[config.mk]
export PLATFORM = sky130hd
export DESIGN_NAME = customized_sequence_multi
export DESIGN_NICKNAME = d
export VERILOG_FILES = /design/src/rtl/customized_sequence_pkg.sv /design/src/rtl/customized_sequence_channel.sv /design/src/rtl/customized_sequence_multi.sv
export SDC_FILE = /design/constraint.sdc
export NUM_CORES = 2
export LEC_CHECK = 0
export CAP_MARGIN = 20
export CORE_UTILIZATION = 49
export DETAILED_ROUTE_END_ITERATION = 8
export GPL_TIMING_DRIVEN = 0
export PLACE_DENSITY = 0.81
export SLEW_MARGIN = 30
export SYNTH_ARGS = -nofsm -noshare
export SYNTH_HDL_FRONTEND = slang
export SYNTH_SLANG_ARGS = --single-unit
[constraint.sdc]
create_clock -name clk -period 2.82 [get_ports clk]
set_input_delay 0.846 -clock clk [delete_from_list [all_inputs] [get_ports clk]]
set_output_delay 0.846 -clock clk [all_outputs]
set_load 0.03 [all_outputs]
[src/rtl/customized_sequence_pkg.sv]
// Shared types and default sizing for the multi-channel pattern sequencer.
package customized_sequence_pkg;

    localparam int DEF_CH      = 4;
    localparam int DEF_MAX_LEN = 256;
    localparam int DEF_DIV_W   = 8;
    localparam int DEF_REP_W   = 8;
    localparam int DEF_LEN_W   = $clog2(DEF_MAX_LEN);

    typedef struct packed {
        logic [DEF_MAX_LEN-1:0] data;
        logic [DEF_LEN_W-1:0]   len_m1;
        logic [DEF_DIV_W-1:0]   div_m1;
        logic [DEF_REP_W-1:0]   rep;
        logic                   idle;
    } chan_cfg_t;

    typedef enum logic {
        IDLE = 1'b0,
        RUN  = 1'b1
    } chan_state_t;

endpackage

[src/rtl/customized_sequence_channel.sv]
// One pattern channel: latches its config on start, then walks the pattern
// bit by bit at the programmed period for a fixed or unlimited number of passes.
module customized_sequence_channel
    import customized_sequence_pkg::*;
#(
    parameter int  MAX_LEN = DEF_MAX_LEN,
    parameter int  DIV_W   = DEF_DIV_W,
    parameter int  REP_W   = DEF_REP_W,
    parameter type cfg_t   = chan_cfg_t,
    localparam int LEN_W   = $clog2(MAX_LEN)
) (
    input  logic clk,
    input  logic rst_n,
    input  cfg_t start_cfg,
    input  logic start,
    input  logic stop,
    output logic seq,
    output logic busy,
    output logic done
);

    chan_state_t        state, state_n;
    cfg_t               act, act_n;
    logic [LEN_W-1:0]   bit_idx, bit_idx_n, bit_inc;
    logic [DIV_W-1:0]   div_cnt, div_cnt_n;
    logic [REP_W-1:0]   rep_cnt, rep_cnt_n;
    logic               seq_n, busy_n, done_n;

    assign bit_inc = bit_idx + LEN_W'(1);

    always_ff @(posedge clk) begin
        if (!rst_n) begin
            state   <= IDLE;
            act     <= '0;
            bit_idx <= '0;
            div_cnt <= '0;
            rep_cnt <= '0;
            seq     <= 1'b0;
            busy    <= 1'b0;
            done    <= 1'b0;
        end else begin
            state   <= state_n;
            act     <= act_n;
            bit_idx <= bit_idx_n;
            div_cnt <= div_cnt_n;
            rep_cnt <= rep_cnt_n;
            seq     <= seq_n;
            busy    <= busy_n;
            done    <= done_n;
        end
    end

    // Stop beats start, so a simultaneous stop/start leaves the channel idle.
    always_comb begin
        state_n   = state;
        act_n     = act;
        bit_idx_n = bit_idx;
        div_cnt_n = div_cnt;
        rep_cnt_n = rep_cnt;
        seq_n     = seq;
        busy_n    = busy;
        done_n    = 1'b0;

        if (stop) begin
            if (state == RUN) begin
                state_n = IDLE;
                seq_n   = act.idle;
                busy_n  = 1'b0;
            end
        end else if (start) begin
            state_n   = RUN;
            act_n     = start_cfg;
            bit_idx_n = '0;
            div_cnt_n = '0;
            rep_cnt_n = '0;
            seq_n     = start_cfg.data[0];
            busy_n    = 1'b1;
        end else if (state == RUN) begin
            if (div_cnt != act.div_m1) begin
                div_cnt_n = div_cnt + DIV_W'(1);
            end else begin
                div_cnt_n = '0;
                if (bit_idx != act.len_m1) begin
                    bit_idx_n = bit_inc;
                    seq_n     = act.data[bit_inc];
                end else if ((act.rep != '0) && (rep_cnt == act.rep - REP_W'(1))) begin
                    state_n = IDLE;
                    seq_n   = act.idle;
                    busy_n  = 1'b0;
                    done_n  = 1'b1;
                end else begin
                    // Endless runs park the pass counter at all-ones instead of wrapping.
                    if ((act.rep == '0) && (rep_cnt == '1)) begin
                        rep_cnt_n = rep_cnt;
                    end else begin
                        rep_cnt_n = rep_cnt + REP_W'(1);
                    end
                    bit_idx_n = '0;
                    seq_n     = act.data[0];
                end
            end
        end
    end

endmodule

[src/rtl/customized_sequence_multi.sv]
// Multi-channel pattern sequencer: per-channel shadow config registers with a
// same-cycle write bypass into start, feeding one sequencer channel each.
module customized_sequence_multi
    import customized_sequence_pkg::*;
#(
    parameter int  CH      = DEF_CH,
    parameter int  MAX_LEN = DEF_MAX_LEN,
    parameter int  DIV_W   = DEF_DIV_W,
    parameter int  REP_W   = DEF_REP_W,
    localparam int CH_W    = (CH > 1) ? $clog2(CH) : 1,
    localparam int LEN_W   = $clog2(MAX_LEN)
) (
    input  logic               clk,
    input  logic               rst_n,
    input  logic               cfg_we,
    input  logic [CH_W-1:0]    cfg_ch,
    input  logic [MAX_LEN-1:0] cfg_data,
    input  logic [LEN_W-1:0]   cfg_len_m1,
    input  logic [DIV_W-1:0]   cfg_div_m1,
    input  logic [REP_W-1:0]   cfg_rep,
    input  logic               cfg_idle,
    input  logic [CH-1:0]      start,
    input  logic [CH-1:0]      stop,
    output logic [CH-1:0]      seq,
    output logic [CH-1:0]      busy,
    output logic [CH-1:0]      done
);

    typedef struct packed {
        logic [MAX_LEN-1:0] data;
        logic [LEN_W-1:0]   len_m1;
        logic [DIV_W-1:0]   div_m1;
        logic [REP_W-1:0]   rep;
        logic               idle;
    } cfg_t;

    cfg_t wr_cfg;

    assign wr_cfg = '{data: cfg_data, len_m1: cfg_len_m1, div_m1: cfg_div_m1,
                      rep: cfg_rep, idle: cfg_idle};

    for (genvar i = 0; i < CH; i++) begin : g_ch
        logic hit;
        cfg_t shadow;
        cfg_t start_cfg;

        // Out-of-range channel numbers never match any instance, so they are dropped.
        assign hit       = cfg_we && (int'(cfg_ch) == i);
        assign start_cfg = hit ? wr_cfg : shadow;

        always_ff @(posedge clk) begin
            if (!rst_n) begin
                shadow <= '0;
            end else if (hit) begin
                shadow <= wr_cfg;
            end
        end

        customized_sequence_channel #(
            .MAX_LEN (MAX_LEN),
            .DIV_W   (DIV_W),
            .REP_W   (REP_W),
            .cfg_t   (cfg_t)
        ) u_chan (
            .clk       (clk),
            .rst_n     (rst_n),
            .start_cfg (start_cfg),
            .start     (start[i]),
            .stop      (stop[i]),
            .seq       (seq[i]),
            .busy      (busy[i]),
            .done      (done[i])
        );
    end

endmodule
-- Word-level counts from Yosys, hierarchy flattened
Index checks and enable logic that the tools add are counted.
- flip-flop bits (word level): 2360
- bits of input ports: 294
- logic and storage cells: 357
- output and inout bits: 12
- reductions and logical operators: 61
- magnitude comparators: 4
- add/subtract/negate cells: 16
- equal/unequal tests: 51
- bitwise operators: 9
- mux-type cells: 148
- operators by type and width (cell ; number):
    $mux 281 ; 4
    $mux 8 ; 56
    $add 8x1->8 const B ; 12
    $mux 1 ; 84
    $ne 8x8->1 ; 8
    $lt 8x9->1 const B ; 4
    $bmux 1 s8 ; 4
    $eq 8x8->1 ; 4
    $eq 8x8->1 const B ; 4
    $logic_not 8->1 ; 4
    $ne 2x2->1 const B ; 16
    $reduce_bool 8->1 ; 4
    $sub 8x1->8 const B ; 4
    $ne 3x3->1 const B ; 8
    $reduce_and 6->1 ; 4
    $reduce_or 6->1 ; 4
    $reduce_and 5->1 ; 4
    $reduce_and 2->1 ; 8
    $reduce_and 4->1 ; 4
    $logic_and 1x1->1 ; 12
    $ne 3x2->1 const B ; 4
    $reduce_and 3->1 ; 4
    $reduce_bool 3->1 ; 4
    $not 1->1 ; 9
    other kinds (6) ; 16

-- Depth between registers and ports, before layout
- word-level depth: 9
- depth in mapped cells: 12
- mapped depth without buffers: 10

-- Modules after synthesis
Synthesis repeated with hierarchy kept, for this count alone.
- cell total of the unflattened synthesis: 11936
- area total of the unflattened synthesis: 111390.6 µm²
- modules (own cells, without submodules) (module ; sequential area each (µm²) ; times used ; cells each ; area each (µm²)):
    customized_sequence_multi ; 22501.6 ; 1 ; 5185 ; 53687.7
    customized_sequence_channel at g_ch[1].u_chan ... ; 6185.9 ; 3 ; 1669 ; 14377.5
    customized_sequence_channel at g_ch[0].u_chan ; 6185.9 ; 1 ; 1744 ; 14570.2

-- Worst setup path after synthesis
Ideal clock, no wire load.
- path kind: reg-to-reg
- start point: reg g_ch[1].u_chan.bit_idx[1]
- end point: reg g_ch[1].u_chan.seq
- cell stages (with the launch flop): 12
- path slack: 0.100 ns
- arrival time: 2.594 ns
- library setup time: 0.126 ns
- data required time: 2.694 ns
- period minus slack after synthesis: 2.720 ns
- buffers on the path: 3
- path through: dfxtp_1 ha_1 buf_2 buf_2 buf_2 mux4_2 mux2i_1 a22oi_1 nand3_1 a21oi_1 o21ai_0 a31oi_1
- word-level cells in the longest chain between the ends: 8
- elaborated cells between the ends (all ways): 9
- those cells by class: add/sub: 1; eq/ne: 1; mux: 7
- RTL lines (item ; RTL line ; RTL):
    start: declaration ; customized_sequence_channel.sv:24 ; logic [LEN_W-1:0] bit_idx, bit_idx_n, bit_inc;
    start signal: assignment ; customized_sequence_channel.sv:44 ; bit_idx <= bit_idx_n;
    $add 8x1->8 ; customized_sequence_channel.sv:29 ; assign bit_inc = bit_idx + LEN_W'(1);
    $bmux 1 s8 ; customized_sequence_channel.sv:85 ; seq_n = act.data[bit_inc];
    $mux 1 (not written as such) ; customized_sequence_channel.sv:85 ;
    $mux 1 (*) ; customized_sequence_channel.sv:83 ; if (bit_idx != act.len_m1) begin
    $mux 1 (*) ; customized_sequence_channel.sv:79 ; if (div_cnt != act.div_m1) begin
    $mux 1 (*) ; customized_sequence_channel.sv:78 ; end else if (state == RUN) begin
    $mux 1 (*) ; customized_sequence_channel.sv:70 ; end else if (start) begin
    $mux 1 (*) ; customized_sequence_channel.sv:64 ; if (stop) begin
    end signal: assignment ; customized_sequence_channel.sv:47 ; seq <= seq_n;
    end: declaration ; customized_sequence_channel.sv:17 ; output logic seq,
Mark *: on every way between the ends. The rest lies on a longest branch, timed or not. The select of a mux whose other input is x is not followed.
A chain may end at the register's enable or synchronous reset.

-- Worst setup path in the final report
- start point: reg g_ch[2].u_chan.bit_idx[0]
- end point: reg g_ch[2].u_chan.seq
- word-level cells in the longest chain between the ends: 8
- elaborated cells between the ends (all ways): 9
- those cells by class: add/sub: 1; eq/ne: 1; mux: 7
- RTL lines (item ; RTL line):
    start: declaration ; customized_sequence_channel.sv:24
    start signal: assignment ; customized_sequence_channel.sv:44
    $add 8x1->8 ; customized_sequence_channel.sv:29
    $bmux 1 s8 ; customized_sequence_channel.sv:85
    $mux 1 (not written as such) ; customized_sequence_channel.sv:85
    $mux 1 (*) ; customized_sequence_channel.sv:83
    $mux 1 (*) ; customized_sequence_channel.sv:79
    $mux 1 (*) ; customized_sequence_channel.sv:78
    $mux 1 (*) ; customized_sequence_channel.sv:70
    $mux 1 (*) ; customized_sequence_channel.sv:64
    end signal: assignment ; customized_sequence_channel.sv:47
    end: declaration ; customized_sequence_channel.sv:17
Marked as above.

==> results.toml <==
[clock_tree]
insertion_delay_ns = 0.90
cts_tree = "built"
clockRootBuffer = "clkbuf_16"
cts.sinks = 2360
path_clk_slew_ns = 0.07
clock_path_buffers = 3
htreeDepth = 4
numCtsBuffers = 219

[yosys]
ys_types = 88
synthCells = 9164
ys_ff_latch = 2360
syn-num-nets = 9474
synthArstFlopShare = 0
synth_top_family_by_area = "compound AO/OA/AOI/OAI gates"
ys.flop_type = "dfxtp_1"
synth_fa_ha_area_frac = 0.002284
seq_area_frac_synth = 0.5389
synth_compound_area_frac = 0.2021
syn_area_per_cell_um2 = 9.567
synthXorXnorAreaFrac = 0.01765
synthSimpleGateAreaFrac = 0.1312
synth_edf_count = 0
synth_area_um2 = 87670
synth.mux.area_fraction = 0.07212
synth-warning-count = 0

[timing]
hold_violations = 0
slew_headroom = 0.2335
fmax_ghz = 0.3099
fin_setup_tns_ns = -5.424
finalClockSkew_ns = 0.05914
finalSetupViolCount = 177
fin_ws_ns = -0.4070
tightest_slew_ns = 1.150
rsz0062_at_grt = "yes"
slew_violations = 0
min_period_over_period = 1.144
period_needed_ns = 3.227

[grt]
grtUsageTotal = 0.3516
grt_pass1_wl_um = 469500
antenna_found_initial = 60
grt-ovfl-total = 0
grt_pass1_vias = 73330
grt_max_degree = 20

[setup_path]
end_kind = "register"
startpoint_type = "register"
worst-setup-path-type = "reg -> reg"
cp.required_ns = 3.50
worstPathArrival_ns = 3.91
cp_common_cell = "buf_6"
cpPeakStageDelay_ns = 0.38
cp_max_fo = 10
worstPathCellList = "buf_6 -> buf_6 -> buf_4 -> buf_16 -> mux4_2 -> mux2i_4 -> a32oi_2 -> a31oi_4 -> a31o_4 -> o311ai_4"
crit_slowest_cell = "dfxtp_4"
rr_worst_depth = 10

[placed_design]
gp_congestion = 1.023
dpl.hpwl_um = 232000
detailed_place.area_um2 = 94480
io_buffer_count = 301

[routing]
drc_errors = 0
drt_iter0_drc = 9871
first_pass_iters = 8
wire_per_inst_um = 26.73
finalWirelength_um = 330900
antenna_left = 0
vias_per_cell = 6.228
vias = 77100

[worst_hold_path]
hp-class = "reg -> reg"
hold_depth = 2

[finish]
area_growth_pct = 20.76
final_common_cell = "nand2_1"
final_nets = 10130
drive_gt1_frac = 0.1131
final.fill_count = 13950
final_cell_area_um2 = 105900
fin_util = 0.5985
mostFrequentLayoutCells = "nand2_1, dfxtp_1, a21oi_1"

[pwr]
ir_worst_vdd_uv = 663.6
p_total_w = 0.07464
power_density_nw_per_um2 = 705.0
p_leak_nw = 42.52

[floorplanning]
die_h_um = 425.0
design.core.area_um2 = 176900
rows = 154
dieArea_um2 = 180600
initial_core_util = 0.4956
io_pins = 306
fp.dieW_um = 425.0

[status]
violations = "negative setup slack"
status = "finished, violations left"

[run]
drv_cap = 0
-- cells by family after synthesis --
kind of cell,after synthesis
AND/OR/NAND/NOR,2859
AO/OA/AOI/OAI,2561
flip-flops,2360
buffers and inverters,792
multiplexers,401
XOR/XNOR,175
adder cells (fa/ha/maj),16
-- cell type report --
class / instances / area (um2) / share of cell area
clock buffers: 310 / 6364 / 0.06011
plain buffers: 757 / 4160 / 0.03929
inverters: 22 / 82.58 / 0.0007800
repair buffers: 445 / 4810 / 0.04543
diodes: 39 / 97.59 / 0.0009218
multi-input cells: 6012 / 38770 / 0.3662
clock inverters: 95 / 1376 / 0.01300
flip-flops and latches: 2360 / 47280 / 0.4466
well taps: 2340 / 2928 / 0.02765
-- worst paths after layout --
path	start	end	slack (ns)
setup / recovery	g_ch[2].u_chan.bit_idx[0]	g_ch[2].u_chan.seq	-0.41
hold / removal	g_ch[1].shadow[6]	g_ch[1].shadow[6]	0.46
setup reg to reg	g_ch[2].u_chan.bit_idx[0]	g_ch[2].u_chan.seq	-0.41
hold reg to reg	g_ch[1].shadow[6]	g_ch[1].shadow[6]	0.46
-- layer usage --
metal | global-route usage | vias up | share of wire
li1 | - | 33610 | -
met1 | 0.4220 | 37190 | 0.35
met2 | 0.5183 | 4850 | 0.42
met3 | 0.09382 | 1414 | 0.12
met4 | 0.3114 | 32 | 0.11
met5 | 0 | - | 0.0010
-- state kept, by name (all words and copies together), names as in the netlist --
| register | count |
|---|---|
| g_ch.shadow | 1124 |
| g_ch.u_chan.act | 1124 |
| g_ch.u_chan.bit_idx | 32 |
| g_ch.u_chan.div_cnt | 32 |
| g_ch.u_chan.rep_cnt | 32 |
| g_ch.u_chan.busy | 4 |
| g_ch.u_chan.done | 4 |
| g_ch.u_chan.seq | 4 |
| g_ch.u_chan.state | 4 |
-- report_power, final --
| part | internal [W] | switching [W] | total [W] |
|---|---|---|---|
| logic | 0.00282 | 0.00436 | 0.00718 |
| registers | 0.0350 | 0.000856 | 0.0359 |
| clock network | 0.0180 | 0.0136 | 0.0316 |
| total | 0.0558 | 0.0188 | 0.0746 |
-- through the flow --
stage | instances | setup slack (ns) | hold slack [ns]
6_report | 12380 | -0.4070 | 0.4591
3_5_place_dp | 11840 | -2.531 | 0.4513
2_1_floorplan | 9164 | 0.09978 | 0.4357
3_3_place_gp | 11810 | -2.928 | 0.4453
4_1_cts | 12320 | -0.2595 | 0.4329
5_1_grt | 12370 | -0.3373 | 0.4717
-- synthesized netlist by cell type (6+ instances only) --
cell type  count  area [um2]
a2111oi_0      9       78.83
a211oi_1       9       67.56
a21oi_1     1179        5901
a221oi_1       6       52.55
a22oi_1       68       510.5
a31oi_1       19       118.9
a32oi_1        8       70.07
and2_1        14       87.58
and3_1        33       206.5
and4_1         7       61.31
buf_1         75       281.5
buf_2         54       270.3
buf_4         21       157.7
clkbuf_1     618        2320
dfxtp_1     2360       47250
ha_1          16       200.2
inv_1         22       82.58
mux2i_1      212        2122
mux4_2       184        4144
nand2_1     2405        9027
nand2b_1      14       87.58
nand3_1       98       490.5
nand3b_1      12       90.09
nand4_1       35       219.0
nor2_1       130       488.0
nor2b_1       16       100.1
nor3_1        30       150.1
nor3b_1       10       75.07
nor4_1        13       81.33
o211ai_1       9       67.56
o21a_1         6       45.04
o21ai_0       40       200.2
o22a_1      1116        9774
o22ai_1        6       37.54
o41ai_1        6       52.55
or3_1          9       56.30
or4_1          9       67.56
xnor2_1      104       910.9
xor2_1        69       604.3
-- timing repair --
item,4_1_cts,5_1_grt
hold buffers,0,0
buffers inserted,79,26
gates resized for setup,470,197
setup endpoints to repair,1279,916
cloned,4,2
pin swaps,39,36
endpoints found under the hold margin,0,0
-- critical path, delay by kind of cell, from the launching register on --
| kind | cells | cell delay, ns |
|---|---|---|
| AOI/OAI and AO/OA | 4 | 0.87 |
| buffers and inverters | 4 | 1.14 |
| DFF | 1 | 0.38 |
| muxes | 2 | 0.59 |
Power figures use the tool's default switching activity.
